<file path="src/rtl/temp_monitor_mc_pkg.sv">
// Shared types and default thresholds for the multi-channel temperature supervisor.
package temp_mon_pkg;

  typedef enum logic [1:0] {
    ST_NORMAL = 2'd0,
    ST_ALARM  = 2'd1,
    ST_TRIP   = 2'd2
  } chan_state_e;

  localparam int DEF_DATA_W        = 8;
  localparam int DEF_NUM_CH        = 4;
  localparam int DEF_MIN_TEMP      = 99;
  localparam int DEF_ALARM_TEMP    = 200;
  localparam int DEF_SHUTDOWN_TEMP = 249;
  localparam int DEF_HYST          = 4;
  localparam int DEF_DEBOUNCE      = 3;

  // Channel index width; never narrower than one bit.
  function automatic int ch_w(input int n);
    return (n > 1) ? $clog2(n) : 1;
  endfunction

endpackage

</file>
<file path="src/rtl/temp_monitor_mc_if.sv">
// ADC sample input and supervisor status bundle between sequencer, monitor and power controller.
interface temp_monitor_mc_if
  import temp_mon_pkg::*;
#(
  parameter int DATA_W = DEF_DATA_W,
  parameter int NUM_CH = DEF_NUM_CH
) ();
  localparam int CH_W = ch_w(NUM_CH);

  logic                     adc_valid;
  logic [CH_W-1:0]          adc_ch;
  logic [DATA_W-1:0]        adc_data;
  logic                     clr_shutdown;
  logic [NUM_CH*DATA_W-1:0] temp_out;
  logic [NUM_CH-1:0]        temp_upd;
  logic [NUM_CH-1:0]        alarm;
  logic                     shutdown;
  logic [CH_W-1:0]          shutdown_src;
  logic [NUM_CH-1:0]        fault;
  logic                     ch_err;

  modport master (
    output adc_valid, adc_ch, adc_data, clr_shutdown,
    input  temp_out, temp_upd, alarm, shutdown, shutdown_src, fault, ch_err
  );

  modport slave (
    input  adc_valid, adc_ch, adc_data, clr_shutdown,
    output temp_out, temp_upd, alarm, shutdown, shutdown_src, fault, ch_err
  );
endinterface

</file>
<file path="src/rtl/temp_monitor_mc_chan_fsm.sv">
// One channel of the supervisor: debounce counters, NORMAL/ALARM/TRIP state, sticky fault,
// and a flag telling the top whether this channel's latest counted sample blocks a release.
module temp_chan_fsm
  import temp_mon_pkg::*;
#(
  parameter int DATA_W        = DEF_DATA_W,
  parameter int MIN_TEMP      = DEF_MIN_TEMP,
  parameter int ALARM_TEMP    = DEF_ALARM_TEMP,
  parameter int SHUTDOWN_TEMP = DEF_SHUTDOWN_TEMP,
  parameter int HYST          = DEF_HYST,
  parameter int DEBOUNCE      = DEF_DEBOUNCE
) (
  input  logic              clk,
  input  logic              rst,
  input  logic              smp_vld_i,
  input  logic [DATA_W-1:0] smp_i,
  input  logic              release_i,
  output logic              alarm_o,
  output logic              fault_o,
  output logic              trip_enter_o,
  output logic              hot_o
);
  localparam int CNT_W = (DEBOUNCE < 1) ? 1 : $clog2(DEBOUNCE + 1);
  localparam logic [CNT_W-1:0]  DEB_V   = CNT_W'(DEBOUNCE);
  localparam logic [DATA_W-1:0] MIN_V   = DATA_W'(MIN_TEMP);
  localparam logic [DATA_W-1:0] ALARM_V = DATA_W'(ALARM_TEMP);
  localparam logic [DATA_W-1:0] REL_V   = DATA_W'(ALARM_TEMP - HYST);
  localparam logic [DATA_W-1:0] SHUT_V  = DATA_W'(SHUTDOWN_TEMP);
  localparam logic [DATA_W-1:0] HOT_V   = DATA_W'(SHUTDOWN_TEMP - HYST);

  chan_state_e      state_q, state_s, state_d;
  logic [CNT_W-1:0] a_cnt_q, a_cnt_s, a_cnt_d;
  logic [CNT_W-1:0] s_cnt_q, s_cnt_s, s_cnt_d;
  logic             fault_q, fault_d;
  logic             hot_q, hot_d;
  logic             trip_enter;
  logic             rel_trip;

  function automatic logic [CNT_W-1:0] sat_inc(input logic [CNT_W-1:0] c);
    return (c >= DEB_V) ? c : c + CNT_W'(1);
  endfunction

  // Sample-driven next state; fault samples leave counters and state untouched.
  always_comb begin
    state_s    = state_q;
    a_cnt_s    = a_cnt_q;
    s_cnt_s    = s_cnt_q;
    fault_d    = fault_q;
    hot_d      = hot_q;
    trip_enter = 1'b0;
    if (smp_vld_i) begin
      if (smp_i <= MIN_V) begin
        fault_d = 1'b1;
      end else begin
        hot_d   = (smp_i >= HOT_V);
        a_cnt_s = (smp_i > ALARM_V) ? sat_inc(a_cnt_q) : '0;
        s_cnt_s = (smp_i >= SHUT_V) ? sat_inc(s_cnt_q) : '0;
        case (state_q)
          ST_NORMAL: begin
            if (s_cnt_s == DEB_V)      state_s = ST_TRIP;
            else if (a_cnt_s == DEB_V) state_s = ST_ALARM;
          end
          ST_ALARM: begin
            if (s_cnt_s == DEB_V)      state_s = ST_TRIP;
            else if (smp_i <= REL_V)   state_s = ST_NORMAL;
          end
          default: ;
        endcase
        trip_enter = (state_q != ST_TRIP) && (state_s == ST_TRIP);
      end
    end
  end

  // The global release is computed from trip_enter/hot, so it is applied in a separate stage.
  assign rel_trip = release_i && (state_q == ST_TRIP);
  assign state_d  = rel_trip ? ST_NORMAL : state_s;
  assign a_cnt_d  = rel_trip ? '0 : a_cnt_s;
  assign s_cnt_d  = rel_trip ? '0 : s_cnt_s;

  always_ff @(posedge clk) begin
    if (rst) begin
      state_q <= ST_NORMAL;
      a_cnt_q <= '0;
      s_cnt_q <= '0;
      fault_q <= 1'b0;
      hot_q   <= 1'b0;
    end else begin
      state_q <= state_d;
      a_cnt_q <= a_cnt_d;
      s_cnt_q <= s_cnt_d;
      fault_q <= fault_d;
      hot_q   <= hot_d;
    end
  end

  assign alarm_o      = (state_q == ST_ALARM);
  assign fault_o      = fault_q;
  assign trip_enter_o = trip_enter;
  assign hot_o        = hot_d;

endmodule

</file>
<file path="src/rtl/temp_monitor_mc.sv">
// Multi-channel temperature supervisor: channel decode, filtered temperature storage,
// latched global shutdown with first-source capture and guarded release.
module temp_monitor_mc
  import temp_mon_pkg::*;
#(
  parameter int DATA_W        = DEF_DATA_W,
  parameter int NUM_CH        = DEF_NUM_CH,
  parameter int MIN_TEMP      = DEF_MIN_TEMP,
  parameter int ALARM_TEMP    = DEF_ALARM_TEMP,
  parameter int SHUTDOWN_TEMP = DEF_SHUTDOWN_TEMP,
  parameter int HYST          = DEF_HYST,
  parameter int DEBOUNCE      = DEF_DEBOUNCE
) (
  input logic               clk,
  input logic               rst,
  temp_monitor_mc_if.slave  bus
);
  localparam int CH_W = ch_w(NUM_CH);
  localparam logic [DATA_W-1:0] MIN_V  = DATA_W'(MIN_TEMP);
  localparam logic [DATA_W-1:0] SHUT_V = DATA_W'(SHUTDOWN_TEMP);

  logic                     ch_ok;
  logic                     in_range;
  logic                     release_all;
  logic [NUM_CH-1:0]        sel, trip_enter, hot, alarm_v, fault_v;
  logic [NUM_CH*DATA_W-1:0] temp_q, temp_d;
  logic [NUM_CH-1:0]        upd_q, upd_d;
  logic                     shut_q, shut_d;
  logic [CH_W-1:0]          src_q, src_d, first_ch;
  logic                     ch_err_q, ch_err_d;

  assign ch_ok    = (32'(bus.adc_ch) < NUM_CH);
  assign in_range = (bus.adc_data > MIN_V) && (bus.adc_data < SHUT_V);

  for (genvar k = 0; k < NUM_CH; k++) begin : g_ch
    assign sel[k] = bus.adc_valid && ch_ok && (bus.adc_ch == CH_W'(k));

    temp_chan_fsm #(
      .DATA_W(DATA_W), .MIN_TEMP(MIN_TEMP), .ALARM_TEMP(ALARM_TEMP),
      .SHUTDOWN_TEMP(SHUTDOWN_TEMP), .HYST(HYST), .DEBOUNCE(DEBOUNCE)
    ) u_chan (
      .clk          (clk),
      .rst          (rst),
      .smp_vld_i    (sel[k]),
      .smp_i        (bus.adc_data),
      .release_i    (release_all),
      .alarm_o      (alarm_v[k]),
      .fault_o      (fault_v[k]),
      .trip_enter_o (trip_enter[k]),
      .hot_o        (hot[k])
    );
  end

  always_comb begin
    first_ch = '0;
    for (int k = NUM_CH - 1; k >= 0; k--) begin
      if (trip_enter[k]) first_ch = CH_W'(k);
    end
  end

  // A tripping sample in the same cycle always beats a release request.
  assign release_all = shut_q && bus.clr_shutdown && !(|trip_enter) && !(|hot);

  always_comb begin
    temp_d   = temp_q;
    upd_d    = '0;
    shut_d   = shut_q;
    src_d    = src_q;
    ch_err_d = bus.adc_valid && !ch_ok;
    for (int k = 0; k < NUM_CH; k++) begin
      if (sel[k] && in_range) begin
        temp_d[k*DATA_W +: DATA_W] = bus.adc_data;
        upd_d[k]                   = 1'b1;
      end
    end
    if (|trip_enter) begin
      shut_d = 1'b1;
      if (!shut_q) src_d = first_ch;
    end else if (release_all) begin
      shut_d = 1'b0;
    end
  end

  always_ff @(posedge clk) begin
    if (rst) begin
      temp_q   <= '0;
      upd_q    <= '0;
      shut_q   <= 1'b0;
      src_q    <= '0;
      ch_err_q <= 1'b0;
    end else begin
      temp_q   <= temp_d;
      upd_q    <= upd_d;
      shut_q   <= shut_d;
      src_q    <= src_d;
      ch_err_q <= ch_err_d;
    end
  end

  assign bus.temp_out     = temp_q;
  assign bus.temp_upd     = upd_q;
  assign bus.alarm        = alarm_v;
  assign bus.fault        = fault_v;
  assign bus.shutdown     = shut_q;
  assign bus.shutdown_src = src_q;
  assign bus.ch_err       = ch_err_q;

endmodule

</file>
<file path="src/flat_wrapper.sv">
// flat-port wrapper written by rule: the top's interface ports become plain ports
module temp_monitor_mc_flat import temp_mon_pkg::*;
#(
  parameter int DATA_W        = DEF_DATA_W,
  parameter int NUM_CH        = DEF_NUM_CH,
  parameter int MIN_TEMP      = DEF_MIN_TEMP,
  parameter int ALARM_TEMP    = DEF_ALARM_TEMP,
  parameter int SHUTDOWN_TEMP = DEF_SHUTDOWN_TEMP,
  parameter int HYST          = DEF_HYST,
  parameter int DEBOUNCE      = DEF_DEBOUNCE
)
  (clk, rst, bus_adc_valid, bus_adc_ch, bus_adc_data, bus_clr_shutdown, bus_temp_out, bus_temp_upd, bus_alarm, bus_shutdown, bus_shutdown_src, bus_fault, bus_ch_err);
  temp_monitor_mc_if #(.DATA_W(DATA_W), .NUM_CH(NUM_CH)) bus_i ();
  input logic clk;
  input logic rst;
  input wire logic [$bits(bus_i.adc_valid)-1:0] bus_adc_valid;
  input wire logic [$bits(bus_i.adc_ch)-1:0] bus_adc_ch;
  input wire logic [$bits(bus_i.adc_data)-1:0] bus_adc_data;
  input wire logic [$bits(bus_i.clr_shutdown)-1:0] bus_clr_shutdown;
  output wire logic [$bits(bus_i.temp_out)-1:0] bus_temp_out;
  output wire logic [$bits(bus_i.temp_upd)-1:0] bus_temp_upd;
  output wire logic [$bits(bus_i.alarm)-1:0] bus_alarm;
  output wire logic [$bits(bus_i.shutdown)-1:0] bus_shutdown;
  output wire logic [$bits(bus_i.shutdown_src)-1:0] bus_shutdown_src;
  output wire logic [$bits(bus_i.fault)-1:0] bus_fault;
  output wire logic [$bits(bus_i.ch_err)-1:0] bus_ch_err;
  assign bus_i.adc_valid = bus_adc_valid;
  assign bus_i.adc_ch = bus_adc_ch;
  assign bus_i.adc_data = bus_adc_data;
  assign bus_i.clr_shutdown = bus_clr_shutdown;
  assign bus_temp_out = bus_i.temp_out;
  assign bus_temp_upd = bus_i.temp_upd;
  assign bus_alarm = bus_i.alarm;
  assign bus_shutdown = bus_i.shutdown;
  assign bus_shutdown_src = bus_i.shutdown_src;
  assign bus_fault = bus_i.fault;
  assign bus_ch_err = bus_i.ch_err;
  temp_monitor_mc #(.DATA_W(DATA_W), .NUM_CH(NUM_CH), .MIN_TEMP(MIN_TEMP), .ALARM_TEMP(ALARM_TEMP), .SHUTDOWN_TEMP(SHUTDOWN_TEMP), .HYST(HYST), .DEBOUNCE(DEBOUNCE)) u_core (.clk(clk), .rst(rst), .bus(bus_i));
endmodule
</file>
<file path="config.mk">
export PLATFORM = sky130hd
export DESIGN_NAME = temp_monitor_mc_flat
export DESIGN_NICKNAME = d
export VERILOG_FILES = /design/src/rtl/temp_monitor_mc_pkg.sv /design/src/rtl/temp_monitor_mc_if.sv /design/src/rtl/temp_monitor_mc_chan_fsm.sv /design/src/rtl/temp_monitor_mc.sv /design/src/flat_wrapper.sv
export SDC_FILE = /design/constraint.sdc
export NUM_CORES = 1
export LEC_CHECK = 0
export CAP_MARGIN = 10
export CELL_PAD_IN_SITES_DETAIL_PLACEMENT = 0
export CELL_PAD_IN_SITES_GLOBAL_PLACEMENT = 1
export CORE_ASPECT_RATIO = 1.1
export CORE_MARGIN = 3
export CORE_UTILIZATION = 40
export CTS_BUF_LIST = sky130_fd_sc_hd__clkbuf_8
export DETAILED_ROUTE_END_ITERATION = 16
export PLACE_DENSITY = 0.9
export RECOVER_POWER = 25
export SETUP_SLACK_MARGIN = 0.3
export SYNTH_ARGS = -nofsm -noshare
export SYNTH_HDL_FRONTEND = slang
export SYNTH_SLANG_ARGS = --single-unit
</file>
<file path="constraint.sdc">
create_clock -name clk -period 2.9 [get_ports clk]
set_input_delay 0.58 -clock clk [delete_from_list [all_inputs] [get_ports clk]]
set_output_delay 0.58 -clock clk [all_outputs]
set_load 0.02 [all_outputs]
</file>
* After elaboration in Yosys (flattened, before gate mapping) *
Index checks and enable logic that the tools add are counted.

storage, ports and cells
  flip-flop bits (word level) = 71
  bits of input ports = 14
  output and inout bits = 48

operators by class
  $add $sub $neg = 8
  order comparisons = 15
  equal/unequal tests = 27
  muxes and demuxes = 70
  bitwise operators = 2
  reductions and logical operators = 43

operator list
  kind                 count
  $mux 2               44
  $eq 2x2->1 const B   18
  $mux 1               22
  $logic_and 1x1->1    20
  $reduce_and 2->1     9
  $add 2x1->2 const B  8
  $ge 2x2->1 const B   8
  $ge 8x8->1 const B   2
  $pmux 2 s2           4
  $eq 2x1->1 const B   5
  $logic_not 2->1      5
  $gt 8x7->1 const B   1
  $gt 8x8->1 const B   1
  $le 8x7->1 const B   1
  $le 8x8->1 const B   1
  $lt 8x8->1 const B   1
  $ne 2x2->1 const B   4
  $reduce_or 2->1      4
  $reduce_or 4->1      2
  $logic_not 1->1      2
  $not 1->1            2
  $reduce_bool 2->1    1

* Depth between registers and ports, before layout *
  word-level depth = 19
  depth in mapped cells = 7

* Cells and area by module *
A second synthesis with hierarchy kept.

unflattened totals
  cells, all modules = 388
  area, all modules = 3475.8 um^2

modules (own cells, without submodules)
  module           instances  cells each  area each (um^2)  sequential area each (um^2)
  temp_chan_fsm    4          56          454.2             160.2
  temp_monitor_mc  1          164         1659.1            780.7

* Least setup slack after synthesis *
OpenSTA, ideal clock, no wires.

  path type = input to register
  from = input port bus_adc_data[2]
  to = register u_core.g_ch[3].u_chan.a_cnt_q[1]
  library setup time = 0.142 ns
  arrival = 2.236 ns
  data required time = 2.758 ns
  slack = 0.523 ns
  stages on the path = 7
  buffers on the path = 2
  cell sequence = buf_6 > o311a_1 > buf_6 > o21ai_4 > mux2_4 > nor4_4 > nor4_2

between the ends
  cells in the longest elaborated chain, start to end = 18
  elaborated cells on any way between the ends = 83

ends and longest elaborated chain
  item                             RTL line                        text
  start, declared                  flat_wrapper.sv:18              input wire logic [$bits(bus_i.adc_data)-1:0] bus_adc_data;
  $gt 8x8->1                       temp_monitor_mc_chan_fsm.sv:56  a_cnt_s = (smp_i > ALARM_V) ? sat_inc(a_cnt_q) : '0;
  $mux 2                           temp_monitor_mc_chan_fsm.sv:56
  $eq 2x2->1                       temp_monitor_mc_chan_fsm.sv:61  else if (a_cnt_s == DEB_V) state_s = ST_ALARM;
  $mux 2                           temp_monitor_mc_chan_fsm.sv:61
  $mux 2                           temp_monitor_mc_chan_fsm.sv:60  if (s_cnt_s == DEB_V) state_s = ST_TRIP;
  $pmux 2 s2                       temp_monitor_mc_chan_fsm.sv:58  case (state_q)
  $mux 2                           temp_monitor_mc_chan_fsm.sv:52  if (smp_i <= MIN_V) begin
  $mux 2                           temp_monitor_mc_chan_fsm.sv:51  if (smp_vld_i) begin
  $eq 2x2->1                       temp_monitor_mc_chan_fsm.sv:69  trip_enter = (state_q != ST_TRIP) && (state_s == ST_TRIP);
  $logic_and 1x1->1                temp_monitor_mc_chan_fsm.sv:69
  $mux 1                           temp_monitor_mc_chan_fsm.sv:52
  $mux 1                           temp_monitor_mc_chan_fsm.sv:51
  $reduce_or 4->1                  temp_monitor_mc.sv:62           assign release_all = shut_q && bus.clr_shutdown && !(|trip_enter) && !(|hot);
  $logic_not 1->1                  temp_monitor_mc.sv:62
  $logic_and 1x1->1 (2 in series)  temp_monitor_mc.sv:62
  $logic_and 1x1->1                temp_monitor_mc_chan_fsm.sv:75  assign rel_trip = release_i && (state_q == ST_TRIP);
  $reduce_or 2->1 (no line)        -
  end signal, assigned             temp_monitor_mc_chan_fsm.sv:89  a_cnt_q <= a_cnt_d;
  end, declared                    temp_monitor_mc_chan_fsm.sv:32  logic [CNT_W-1:0] a_cnt_q, a_cnt_s, a_cnt_d;

Several ways; a longest one is shown, not always the timed one. The select of a mux whose other input is x is not followed.
A chain may end at the register's enable or synchronous reset.

* Worst setup path in the final report *
  from = input port bus_adc_data[5]
  to = register u_core.g_ch[3].u_chan.state_q[0]

between the ends
  cells in the longest elaborated chain, start to end = 18
  elaborated cells on any way between the ends = 83

ends and longest elaborated chain
  item                             RTL line                        text
  $gt 8x8->1                       temp_monitor_mc_chan_fsm.sv:56
  $mux 2                           temp_monitor_mc_chan_fsm.sv:56
  $eq 2x2->1                       temp_monitor_mc_chan_fsm.sv:61
  $mux 2                           temp_monitor_mc_chan_fsm.sv:61
  $mux 2                           temp_monitor_mc_chan_fsm.sv:60
  $pmux 2 s2                       temp_monitor_mc_chan_fsm.sv:58
  $mux 2                           temp_monitor_mc_chan_fsm.sv:52
  $mux 2                           temp_monitor_mc_chan_fsm.sv:51
  $eq 2x2->1                       temp_monitor_mc_chan_fsm.sv:69
  $logic_and 1x1->1                temp_monitor_mc_chan_fsm.sv:69
  $mux 1                           temp_monitor_mc_chan_fsm.sv:52
  $mux 1                           temp_monitor_mc_chan_fsm.sv:51
  $reduce_or 4->1                  temp_monitor_mc.sv:62
  $logic_not 1->1                  temp_monitor_mc.sv:62
  $logic_and 1x1->1 (2 in series)  temp_monitor_mc.sv:62
  $logic_and 1x1->1                temp_monitor_mc_chan_fsm.sv:75
  $reduce_or 2->1 (no line)        -
  end signal, assigned             temp_monitor_mc_chan_fsm.sv:88  state_q <= state_d;
  end, declared                    temp_monitor_mc_chan_fsm.sv:31  chan_state_e state_q, state_s, state_d;

Several ways; a longest one is shown, not always the timed one. The select of a mux whose other input is x is not followed.

==> metrics.cfg <==
[layout]
fill_cells = 691
finalCoreUtilization_pct = 55.89
number_of_diodes_added_for_antenna_fixing = 0
area_growth_syn_to_layout_pct = 32.97
layout.nets = 444
drive_gt1_share_pct = 16.55
seq_area_um2 = 1421
multiInputGateArea_um2 = 1595

[grt]
grt_util_met3_pct = 4.573
grt_most_used_layer = met2
grt_pass1_vias = 2805
grt_util_met1_pct = 23.32
grt_antenna_before_repair = 0
pin_count_of_the_biggest_net_entering_global_routing = 45
gr-usage-met2_pct = 32.32
grt.total_usage_pct = 18.93
wire_length_of_the_first_global_routing_pass_um = 13910
grt-ovfl-total = 0

[placed_design]
io_port_bufs = 60
detailed_place_hpwl_um = 6171
place.gp.congestion = 0.8776

[synth]
synth_async_sr_flop_share_pct = 0
synth_sequential_area_ratio_pct = 44.27
syn-mean-instance-area_um2 = 9.018
synth_flop_cell = sky130_fd_sc_hd__dfxtp_1
synth_enable_flop_cells = 0
yosys_warnings = 0
mappedNetlistArea_um2 = 3211
seq_cells_post_synth = 71
synth_cell_type_count = 49
mappedNetlistNets = 370
postSynthCellCount = 356

[cts]
holdBufCountCts = 0
tritoncts_num_sinks = 71
cts.clk_slew.worst_paths_ns = 0.07
postCtsSetupRepairBufs = 0
clockRootBuffer = sky130_fd_sc_hd__clkbuf_8
clock_buffer_count_from_cts = 9
cts.path.max_buffers = 2
clock_insertion_delay_worst_skew_ns = 0.34
cts.htree.levels = 3
cts_repair_resize_count = 0
cts_tree = done

[worst_setup_path]
crit_path_end_kind = flip-flop
path_max_fanout = 13
crit_type = in -> reg
cp_data_arrival_time_ns = 2.73
worst_ep_required_time_ns = 3.12
critical_path.startpoint_type = input pin

[route]
vias = 2847
detail_route.iter0.violations = 191
route.antenna.remaining_nets = 0
final_routed_wirelength_um = 8509
drc = 0
routedWlPerCell_um = 15.76
drt_pre_antenna_iters = 4
vias_per_cell = 5.272

[pwr]
static-leakage-power_uw = 0.001577
p_per_area_nw_per_um2 = 475.3
vdd_drop_max_v = 0.0003025

[flow_run]
maxCapViolCount = 0

[timing]
fmax_ghz = 0.3985
finalSetupViolations = 0
hold_violations = 0
rsz_0062_raised_after_global_routing = no
hold-worst-slack_ns = 0.4581
slew_viol_final = 0
tightestPinTransition_ns = 1.055
finalWorstPathRequiredPeriod_ns = 2.510
period_share_pct = 86.54
skew_ns = 0.004364
fin_tns_setup_ns = 0
slew_headroom_pct = 29.64

[floorplanning]
die_h_um = 99.97
effective_utilization_at_floorplan_pct = 42.03
std_cell_rows = 33
die-area_um2 = 9139
floorplan.die.width_um = 91.42
io-pin-count = 62
core_um2 = 7639

[run_status]
status = completed

[min_path]
worstHoldPathType = reg -> reg

flip-flops by register name, summed over array words and instances, names as in the netlist:
name                        cells
u_core.g_ch.u_chan.a_cnt_q      8
u_core.g_ch.u_chan.hot_q        4
u_core.bus.shutdown_src         2
u_core.g_ch.u_chan.s_cnt_q      8
u_core.g_ch.u_chan.state_q      8
u_core.bus.temp_upd             4
u_core.bus.shutdown             1
u_core.g_ch.u_chan.fault_o      4
u_core.bus.temp_out            32
power by group:
group	switching [uW]	internal [uW]
clock	357	462
combinational	124	87.7
sequential	7.78	991
cell usage in the layout (no fill, tap or decap), drive strengths merged, types with 12 or more instances in the layout:
cell,n
nor2,49
clkbuf,12
o21ai,14
mux2i,21
buf,32
a21oi,42
nor3,15
dlygate4sd3,29
nor4,15
dfxtp,71
clkdlybuf4s50,30
nand2,23
layout make-up:
cell class	instances	share of cell area (%)
multi-input cells	248	37.37
clock inverters	4	1.026
inverters	9	0.7913
clock buffers	12	3.869
repair buffers	91	20.57
well taps	105	3.077
flip-flops and latches	71	33.29
final timing paths:
| kind | from | end | slack [ns] | cells past startpoint |
|---|---|---|---|---|
| max reg2reg | u_core.bus.shutdown | u_core.g_ch[2].u_chan.state_q[1] | 1.33 | 5 |
| min | u_core.g_ch[0].u_chan.hot_q | u_core.g_ch[0].u_chan.hot_q | 0.46 | 2 |
| min reg2reg | u_core.g_ch[0].u_chan.hot_q | u_core.g_ch[0].u_chan.hot_q | 0.46 | 2 |
| max | bus_adc_data[5] | u_core.g_ch[3].u_chan.state_q[0] | 0.39 | 8 |
critical path: stages:
cell	delay (ns)
sky130_fd_sc_hd__dlygate4sd3_1	0.72
sky130_fd_sc_hd__buf_4	0.18
sky130_fd_sc_hd__nand4_1	0.15
sky130_fd_sc_hd__nor2_2	0.34
sky130_fd_sc_hd__buf_4	0.26
sky130_fd_sc_hd__a21oi_1	0.09
sky130_fd_sc_hd__o41ai_1	0.30
sky130_fd_sc_hd__a21oi_1	0.10
kinds of logic after synthesis:
| family | Yosys count | share of synthesized area (%) |
|---|---|---|
| muxes | 22 | 7.015 |
| and+or+nand+nor | 131 | 23.66 |
| other | 1 | 0.1168 |
| buffers and inverters | 37 | 6.119 |
| AOI/OAI and AO/OA | 94 | 18.82 |
| DFF | 71 | 44.27 |
synth_stat cells, types with 2 or more instances:
library cell                instances  area (um^2)
sky130_fd_sc_hd__a21o_1             2        15.01
sky130_fd_sc_hd__nor3b_1            5        37.54
sky130_fd_sc_hd__a31oi_1            5        31.28
sky130_fd_sc_hd__nor2_1            46        172.7
sky130_fd_sc_hd__buf_6              2        22.52
sky130_fd_sc_hd__a21oi_1           42        210.2
sky130_fd_sc_hd__a211oi_1          10        75.07
sky130_fd_sc_hd__nor4_2             8        100.1
sky130_fd_sc_hd__nor4_1             3        18.77
sky130_fd_sc_hd__nor3_1            15        75.07
sky130_fd_sc_hd__a22oi_1            5        37.54
sky130_fd_sc_hd__buf_2              4        20.02
sky130_fd_sc_hd__clkbuf_1          10        37.54
sky130_fd_sc_hd__buf_1              2        7.510
sky130_fd_sc_hd__nand2_1           23        86.33
sky130_fd_sc_hd__inv_1              9        33.78
sky130_fd_sc_hd__o41ai_1            2        17.52
sky130_fd_sc_hd__and3b_1            2        17.52
sky130_fd_sc_hd__dfxtp_1           71         1421
sky130_fd_sc_hd__mux2i_1           21        210.2
sky130_fd_sc_hd__o21ai_2            2        17.52
sky130_fd_sc_hd__nand3_1            3        15.01
sky130_fd_sc_hd__o31ai_1            4        30.03
sky130_fd_sc_hd__o211ai_1           2        15.01
sky130_fd_sc_hd__nand4_1            3        18.77
sky130_fd_sc_hd__buf_4             10        75.07
sky130_fd_sc_hd__a2111oi_0          2        17.52
sky130_fd_sc_hd__o21ai_0           10        50.05
sky130_fd_sc_hd__nor2b_1            6        37.54
sky130_fd_sc_hd__nand3b_1           3        22.52
sky130_fd_sc_hd__nor4_4             4        85.08
sky130_fd_sc_hd__nor2_2             3        18.77
routing by layer:
layer / vias up / wire length, um / share of wire [%]
li1: 1423 / - / -
met1: 1324 / 3688 / 43
met2: 90 / 4153 / 49
met3: 10 / 565 / 6.6
met4: 0 / 101 / 1.2
met5: - / 0 / 0
through the flow:
stage / total power [uW] / area, um^2 / instances / worst slack (ns)
after global routing: 2107 / 4269 / 540 / 0.2658
after CTS: 2055 / 4269 / 540 / 0.4402
after detailed placement: 1237 / 4060 / 524 / 0.06649
after global placement: 1236 / 4060 / 524 / 0.08443
final: 2029 / 4269 / 540 / 0.3903
after floorplan: 1136 / 3211 / 356 / 0.5225
(Power assumes the default switching activity.)
